$ cat src/rtl/right_shifter_seq.sv
// Iterative 32-bit right shifter: the shift count is resolved in three radix stages, one per cycle.
// Optional feature macro: RSHIFT_ROR_EN adds the rot port and rotate-right mode.
module right_shifter_seq #(
    parameter bit BYPASS_ZERO = 1'b1
) (
    input  logic        clk,
    input  logic        rst,
    input  logic        in_valid,
    output logic        in_ready,
    input  logic [31:0] x,
    input  logic [4:0]  sc,
    input  logic        md,
`ifdef RSHIFT_ROR_EN
    input  logic        rot,
`endif
    output logic        out_valid,
    input  logic        out_ready,
    output logic [31:0] y
);

    typedef enum logic [2:0] {StIdle, StS0, StS1, StS2, StDone} state_e;

    state_e      state_q;
    logic [31:0] acc_q, acc_d;
    logic [4:0]  sc_q;
    logic        fill_q;
    logic        rot_q;
    logic        in_ready_q, out_valid_q;
    logic [4:0]  amt;
    logic [31:0] upper;

    // Every stage shifts the 64-bit pair {upper, acc}: upper is the fill word or acc itself (rotate).
    always_comb begin
        amt = 5'd0;
        unique case (state_q)
            StS0:    amt = {3'b000, sc_q[1:0]};
            StS1:    amt = {1'b0, sc_q[3:2], 2'b00};
            StS2:    amt = {sc_q[4], 4'b0000};
            default: amt = 5'd0;
        endcase
        upper = rot_q ? acc_q : {32{fill_q}};
        acc_d = 32'({upper, acc_q} >> amt);
    end

    always_ff @(posedge clk) begin
        if (rst) begin
            state_q     <= StIdle;
            acc_q       <= 32'd0;
            sc_q        <= 5'd0;
            fill_q      <= 1'b0;
`ifdef RSHIFT_ROR_EN
            rot_q       <= 1'b0;
`endif
            in_ready_q  <= 1'b1;
            out_valid_q <= 1'b0;
        end else begin
            unique case (state_q)
                StIdle: begin
                    if (in_valid) begin
                        acc_q      <= x;
                        sc_q       <= sc;
                        fill_q     <= md & x[31];
`ifdef RSHIFT_ROR_EN
                        rot_q      <= rot;
`endif
                        in_ready_q <= 1'b0;
                        if (BYPASS_ZERO && (sc == 5'd0)) begin
                            state_q     <= StDone;
                            out_valid_q <= 1'b1;
                        end else begin
                            state_q <= StS0;
                        end
                    end
                end
                StS0: begin
                    acc_q   <= acc_d;
                    state_q <= StS1;
                end
                StS1: begin
                    acc_q   <= acc_d;
                    state_q <= StS2;
                end
                StS2: begin
                    acc_q       <= acc_d;
                    state_q     <= StDone;
                    out_valid_q <= 1'b1;
                end
                StDone: begin
                    if (out_ready) begin
                        state_q     <= StIdle;
                        out_valid_q <= 1'b0;
                        in_ready_q  <= 1'b1;
                    end
                end
                default: begin
                    state_q     <= StIdle;
                    out_valid_q <= 1'b0;
                    in_ready_q  <= 1'b1;
                end
            endcase
        end
    end

`ifndef RSHIFT_ROR_EN
    assign rot_q = 1'b0;
`endif

    assign in_ready  = in_ready_q;
    assign out_valid = out_valid_q;
    assign y         = acc_q;

endmodule

$ cat config.mk
export PLATFORM = sky130hd
export DESIGN_NAME = right_shifter_seq
export DESIGN_NICKNAME = d
export VERILOG_FILES = /design/src/rtl/right_shifter_seq.sv
export SDC_FILE = /design/constraint.sdc
export NUM_CORES = 1
export LEC_CHECK = 0
export ABC_AREA = 1
export CAP_MARGIN = 20
export CORE_MARGIN = 2
export CORE_UTILIZATION = 55
export CTS_BUF_LIST = sky130_fd_sc_hd__clkbuf_8
export CTS_CLUSTER_DIAMETER = 60
export DETAILED_ROUTE_END_ITERATION = 6
export PLACE_DENSITY = 0.87
export SLEW_MARGIN = 30
export SYNTH_ARGS = -nofsm -noshare
export SYNTH_HDL_FRONTEND = slang
export SYNTH_SLANG_ARGS = --single-unit
$ cat constraint.sdc
create_clock -name clk -period 2.5 [get_ports clk]
set_clock_uncertainty 0.1 [all_clocks]
set_input_delay 0.375 -clock clk [delete_from_list [all_inputs] [get_ports clk]]
set_output_delay 0.375 -clock clk [all_outputs]
set_load 0.02 [all_outputs]
### Yosys cells after proc, flatten, opt, wreduce, memory -nomap -nowiden

Cells that the tools add are included.

| operators by class | value |
|---|---|
| bitwise operators | 3 |
| shift operators | 1 |
| eq/ne operators | 7 |
| mux-type cells | 14 |
| reduce and logical (&&, ||, !) cells | 10 |

Operators by type and width:

| operator | number |
|---|---|
| case mux 32 bit (2 select lines) | 1 |
| right shift 64 x 5 -> 32 bit | 1 |
| 2-to-1 mux 32 bit | 1 |
| case mux 3 bit (5 select lines) | 1 |
| case mux 5 bit (3 select lines) | 1 |
| 2-to-1 mux 3 bit | 3 |
| equality test 3 x 2 -> 1 bit (second input constant) | 2 |
| inequality test 2 bit (second input constant) | 3 |
| AND reduction 2 bit | 3 |
| zero test 5 bit | 1 |
| 2-to-1 mux 1 bit | 5 |
| case mux 1 bit (4 select lines) | 1 |
| AND reduction 4 bit | 1 |
| equality test 3 x 1 -> 1 bit (second input constant) | 1 |
| equality test 3 bit (second input constant) | 1 |
| zero test 3 bit | 1 |
| case mux 1 bit (3 select lines) | 1 |
| AND reduction 3 bit | 1 |
| OR reduction 3 bit | 1 |
| NOT 1 bit | 2 |
| nonzero test 2 bit | 1 |
| OR reduction 2 bit | 1 |
| AND 1 bit | 1 |

| word-level totals | value |
|---|---|
| bits in registers | 43 |
| bits of input ports | 42 |
| output and inout port bits | 34 |

### Depth between registers and ports, before layout

Gate-level depths: netlist of run 1.

| depth | value |
|---|---|
| word-level depth | 4 |
| mapped depth | 16 |

### Worst setup path before layout of run 1

Ideal clock, no wire load.

| timing | value |
|---|---|
| path type | register -> register |
| from | reg state_q[1] |
| to | reg acc_q[30] (netlist: y[30]) |
| arrival | 1.476 ns |
| data required time | 2.262 ns |
| library setup time | 0.138 ns |
| cell stages (with the launch flop) | 12 |
| setup slack | 0.786 ns |
| cell sequence | dfxtp_1 -> nor2_1 -> inv_1 -> nor2_2 -> inv_2 -> nor2_1 -> inv_2 -> nand2_2 -> inv_4 -> clkbuf_1 -> nand2_1 -> a21oi_2 |

| on the way | value |
|---|---|
| cells in the longest elaborated chain, start to end | 4 |
| elaborated cells on any way between the ends | 11 |
| those cells by class | 4 x eq/ne; 1 x shift; 2 x mux; 4 x reduce/logical |

RTL lines:

| what | RTL line | text |
|---|---|---|
| start, declared | 23 | `state_e state_q;` |
| start signal, assigned | 47 | `state_q <= StIdle;` |
| start signal, assigned | 68 | `state_q <= StDone;` |
| start signal, assigned | 71 | `state_q <= StS0;` |
| equality test 3 x 2 -> 1 bit or equality test 3 x 1 -> 1 bit (tied branches) | 35, 57 |  |
| case mux 5 bit (3 select lines) or OR reduction 3 bit (tied branches) | -- |  |
| right shift 64 x 5 -> 32 bit or nonzero test 2 bit (tied branches) | -- |  |
| case mux 32 bit (2 select lines) or AND reduction 2 bit (tied branches) | -- |  |
| end signal, assigned | 48 | `acc_q <= 32'd0;` |
| end signal, assigned | 60 | `acc_q <= x;` |
| end signal, assigned | 76 | `acc_q <= acc_d;` |
| end, declared | 24 | `logic [31:0] acc_q, acc_d;` |

Parallel ways exist; a longest one is shown, timed or not.
A chain may end at the register's enable or synchronous reset.

### Final worst setup path of run 1

| timing | value |
|---|---|
| from | reg state_q[2] |
| to | reg acc_q[3] (netlist: y[3]) |

The elaborated chain is that of the path after synthesis.

==> qor.yml, run 1 <==
clock_network:
  cts_sinks: 43
  h-tree-depth: 2
  clock-root-buffer: "clkbuf_8"
  post_cts_buffers: 0
  post_cts_resize_count: 0
  cts_buffers: 5
  ctsHoldBuffers: 0
  cts_tree: "built"
  clock_latency_ns: 0.31
  cts_buffer_depth: 2
  clk_pin_slew_ns: 0.10
worst_setup_path:
  path_cells: "nor2_8 > nand3_4 > nand2_1 > nand2_1 > nand2_1 > nand2_1 > inv_1 > nand2_1 > nand2_1 > nand2_1 > nor2_1 > nand2_1 > nand2_1 > a21oi_1"
  critPathMaxFanout: 36
  cp_slowest_stage_delay_ns: 0.45
  crit_top_cell: "nand2_1"
  cp-start-kind: "register"
  required_ns: 2.59
  cp-end-kind: "register"
  path_class: "register to register"
  arrival_ns: 2.44
  cp_slowest_cell: "dfxtp_1"
synthesis:
  synth_nets: 780
  synth_cell_type_count: 28
  avgSynthCellArea_um2: 5.49
  yosys_most_used_dff: "dfxtp_1"
  yosys-top-cells-count: "nand2_1, nand3_1, nor2_1"
  yosysMostFrequentCell: "nand2_1"
  yosysWarningCount: 0
  synth_area_leaders: "nand2_1, dfxtp_1, nand3_1"
  ys_seq_area_share_pct: 21.2
  ys_seq_elements: 43
  yosysTopAreaCell: "nand2_1"
  netlist_instances: 738
  async_flop_share_pct: 0
  synth_top_area_share_pct: 23.5
  synth_edf_count: 0
  syn_area_um2: 4050
drt:
  vias_per_cell: 5.80
  wl_um: 14300
  ant_nets: 0
  drtIter0Drc: 735
  wl_per_cell_um: 16.1
  drt_first_pass_iters: 6
  dr_total_vias: 5156
  route.detailed.drc: 0
die:
  die_x_um: 89.8
  core_um2: 7180
  rows: 31
  die_h_um: 89.8
  die-area_um2: 8070
  ioPinCount: 76
  start_util_pct: 56.5
timing:
  slew_violations: 0
  slew-limit-headroom_pct: 52.0
  fin_crit_sh_pct: 93.8
  hold_violations: 0
  tns_ns: 0
  grt_setup_unrepaired: "false"
  min_period_ns: 2.35
  worstMarginPinSlew_ns: 0.720
  fmax_mhz: 426
  hold_ws_ns: 0.371
  finalSetupViolCount: 0
layout:
  nNetsFinal: 831
  area_growth_pct: 21.5
  stdcell_count: 889
  diodes: 0
  fin_util_pct: 68.6
  postLayoutCellArea_um2: 4920
  drive_above_1_share_pct: 9.24
power_and_ir_drop:
  clockPowerShare_pct: 8.8
  combPwrFrac_pct: 71.2
  p_leak_uw: 0.00228
  powerDensity_nw_per_um2: 1360
  power.share.sequential_pct: 19.9
  p_sw_share_pct: 55.8
  ir_drop_mv: 1.05
  internal_power_uw: 2950
  p_switching_uw: 3730
global_route:
  grt_pass1_wl_um: 23600
  grt_usage_pct: 35.3
  grt_overflow: 0
  first_global_vias: 4715
  antenna_found_initial: 0
  grt_max_degree: 37
placed_design:
  placedCellCount: 881
  place_hpwl_um: 10700
  place_area_um2: 4810
  place.port_buffers: 75
  gp_congestion: 1.06
min_path:
  min-delay-path-class: "register to register"
job:
  drv_cap: 0
run_status:
  outcome: "finished clean"
[worst max-delay path: cells and delay by family, from the launching register on]
kind                   cells  cell delay, ns
AO/OA/AOI/OAI              1            0.05
buffers and inverters      1            0.05
flip-flops                 1            0.45
AND/OR/NAND/NOR           12            1.54
[stage by stage]
stage	worst slack [ns]	power [µW]
floorplan	0.786	4570
global placement	0.326	5910
detailed placement	0.307	5970
CTS	0.268	6560
global route	0.0519	7270
finish	0.154	6680
[cell families (layout without fill, tap and decap cells)]
kind of cell    after synthesis  after routing  share of synthesized area, %
compound gates               73             73                          10.0
flops                        43             43                          21.2
simple gates                520            520                          57.4
buf+inv                     102            154                          11.4
[area by class of cell]
cell class | instances | area, µm²
Clock buffer | 5 | 68.8
Clock inverter | 3 | 47.5
Fill cell | 691 | 2250
Inverter | 53 | 204
Multi-Input combinational cell | 593 | 2730
Sequential cell | 43 | 861
Tap cell | 99 | 124
Timing Repair Buffer | 93 | 886
[state kept, by name (all words and copies together) (netlist names)]
| name | flops |
|---|---|
| in_ready | 1 |
| state_q | 3 |
| fill_q | 1 |
| y | 32 |
| out_valid | 1 |
| sc_q | 5 |
[path summary, 6_finish.rpt]
check / end / from / slack (ns) / cells after the start
setup / recovery: y[3] / state_q[2] / 0.15 / 14
hold / removal: out_valid / out_valid / 0.37 / 2
setup reg to reg: y[3] / state_q[2] / 0.15 / 14
hold reg to reg: out_valid / out_valid / 0.37 / 2
[cell usage in the layout, fill, tap and decap left out, drive strengths merged, types with 2 or more instances in the layout]
master,n
inv,54
or2,17
nand2,257
buf,18
a21oi,40
nand3,132
clkdlybuf4s50,75
o21ai,28
a211oi,2
dfxtp,43
nor2,79
nand4,35
clkbuf,5
[power by group through the flow]
stage	Sequential (µW)	Combinational [µW]	Clock (µW)
after floorplan	1530	3040	0
after global placement	1320	4590	0
after detailed placement	1330	4640	0
after CTS	1320	4650	591
after global routing	1360	5290	616
final	1330	4760	589
[layer usage]
| metal | track usage [%] | up-vias | share of wire, % |
|---|---|---|---|
| met5 | 0 | - | 0 |
| met2 | 55.7 | 293 | 44 |
| met1 | 49.4 | 2316 | 43 |
| li1 | - | 2512 | - |
| met3 | 5.70 | 35 | 10 |
| met4 | 11.3 | 0 | 2.6 |
Power figures use the tool's default switching activity.
==> inputs of run 2 (changes only) <==
ABC_CLOCK_PERIOD_IN_PS = 2500   (was unset)
SLEW_MARGIN = 20   (was 30)
==> results of run 2 <==
The final DEF is identical to that of run 1; final timing and power are the same.
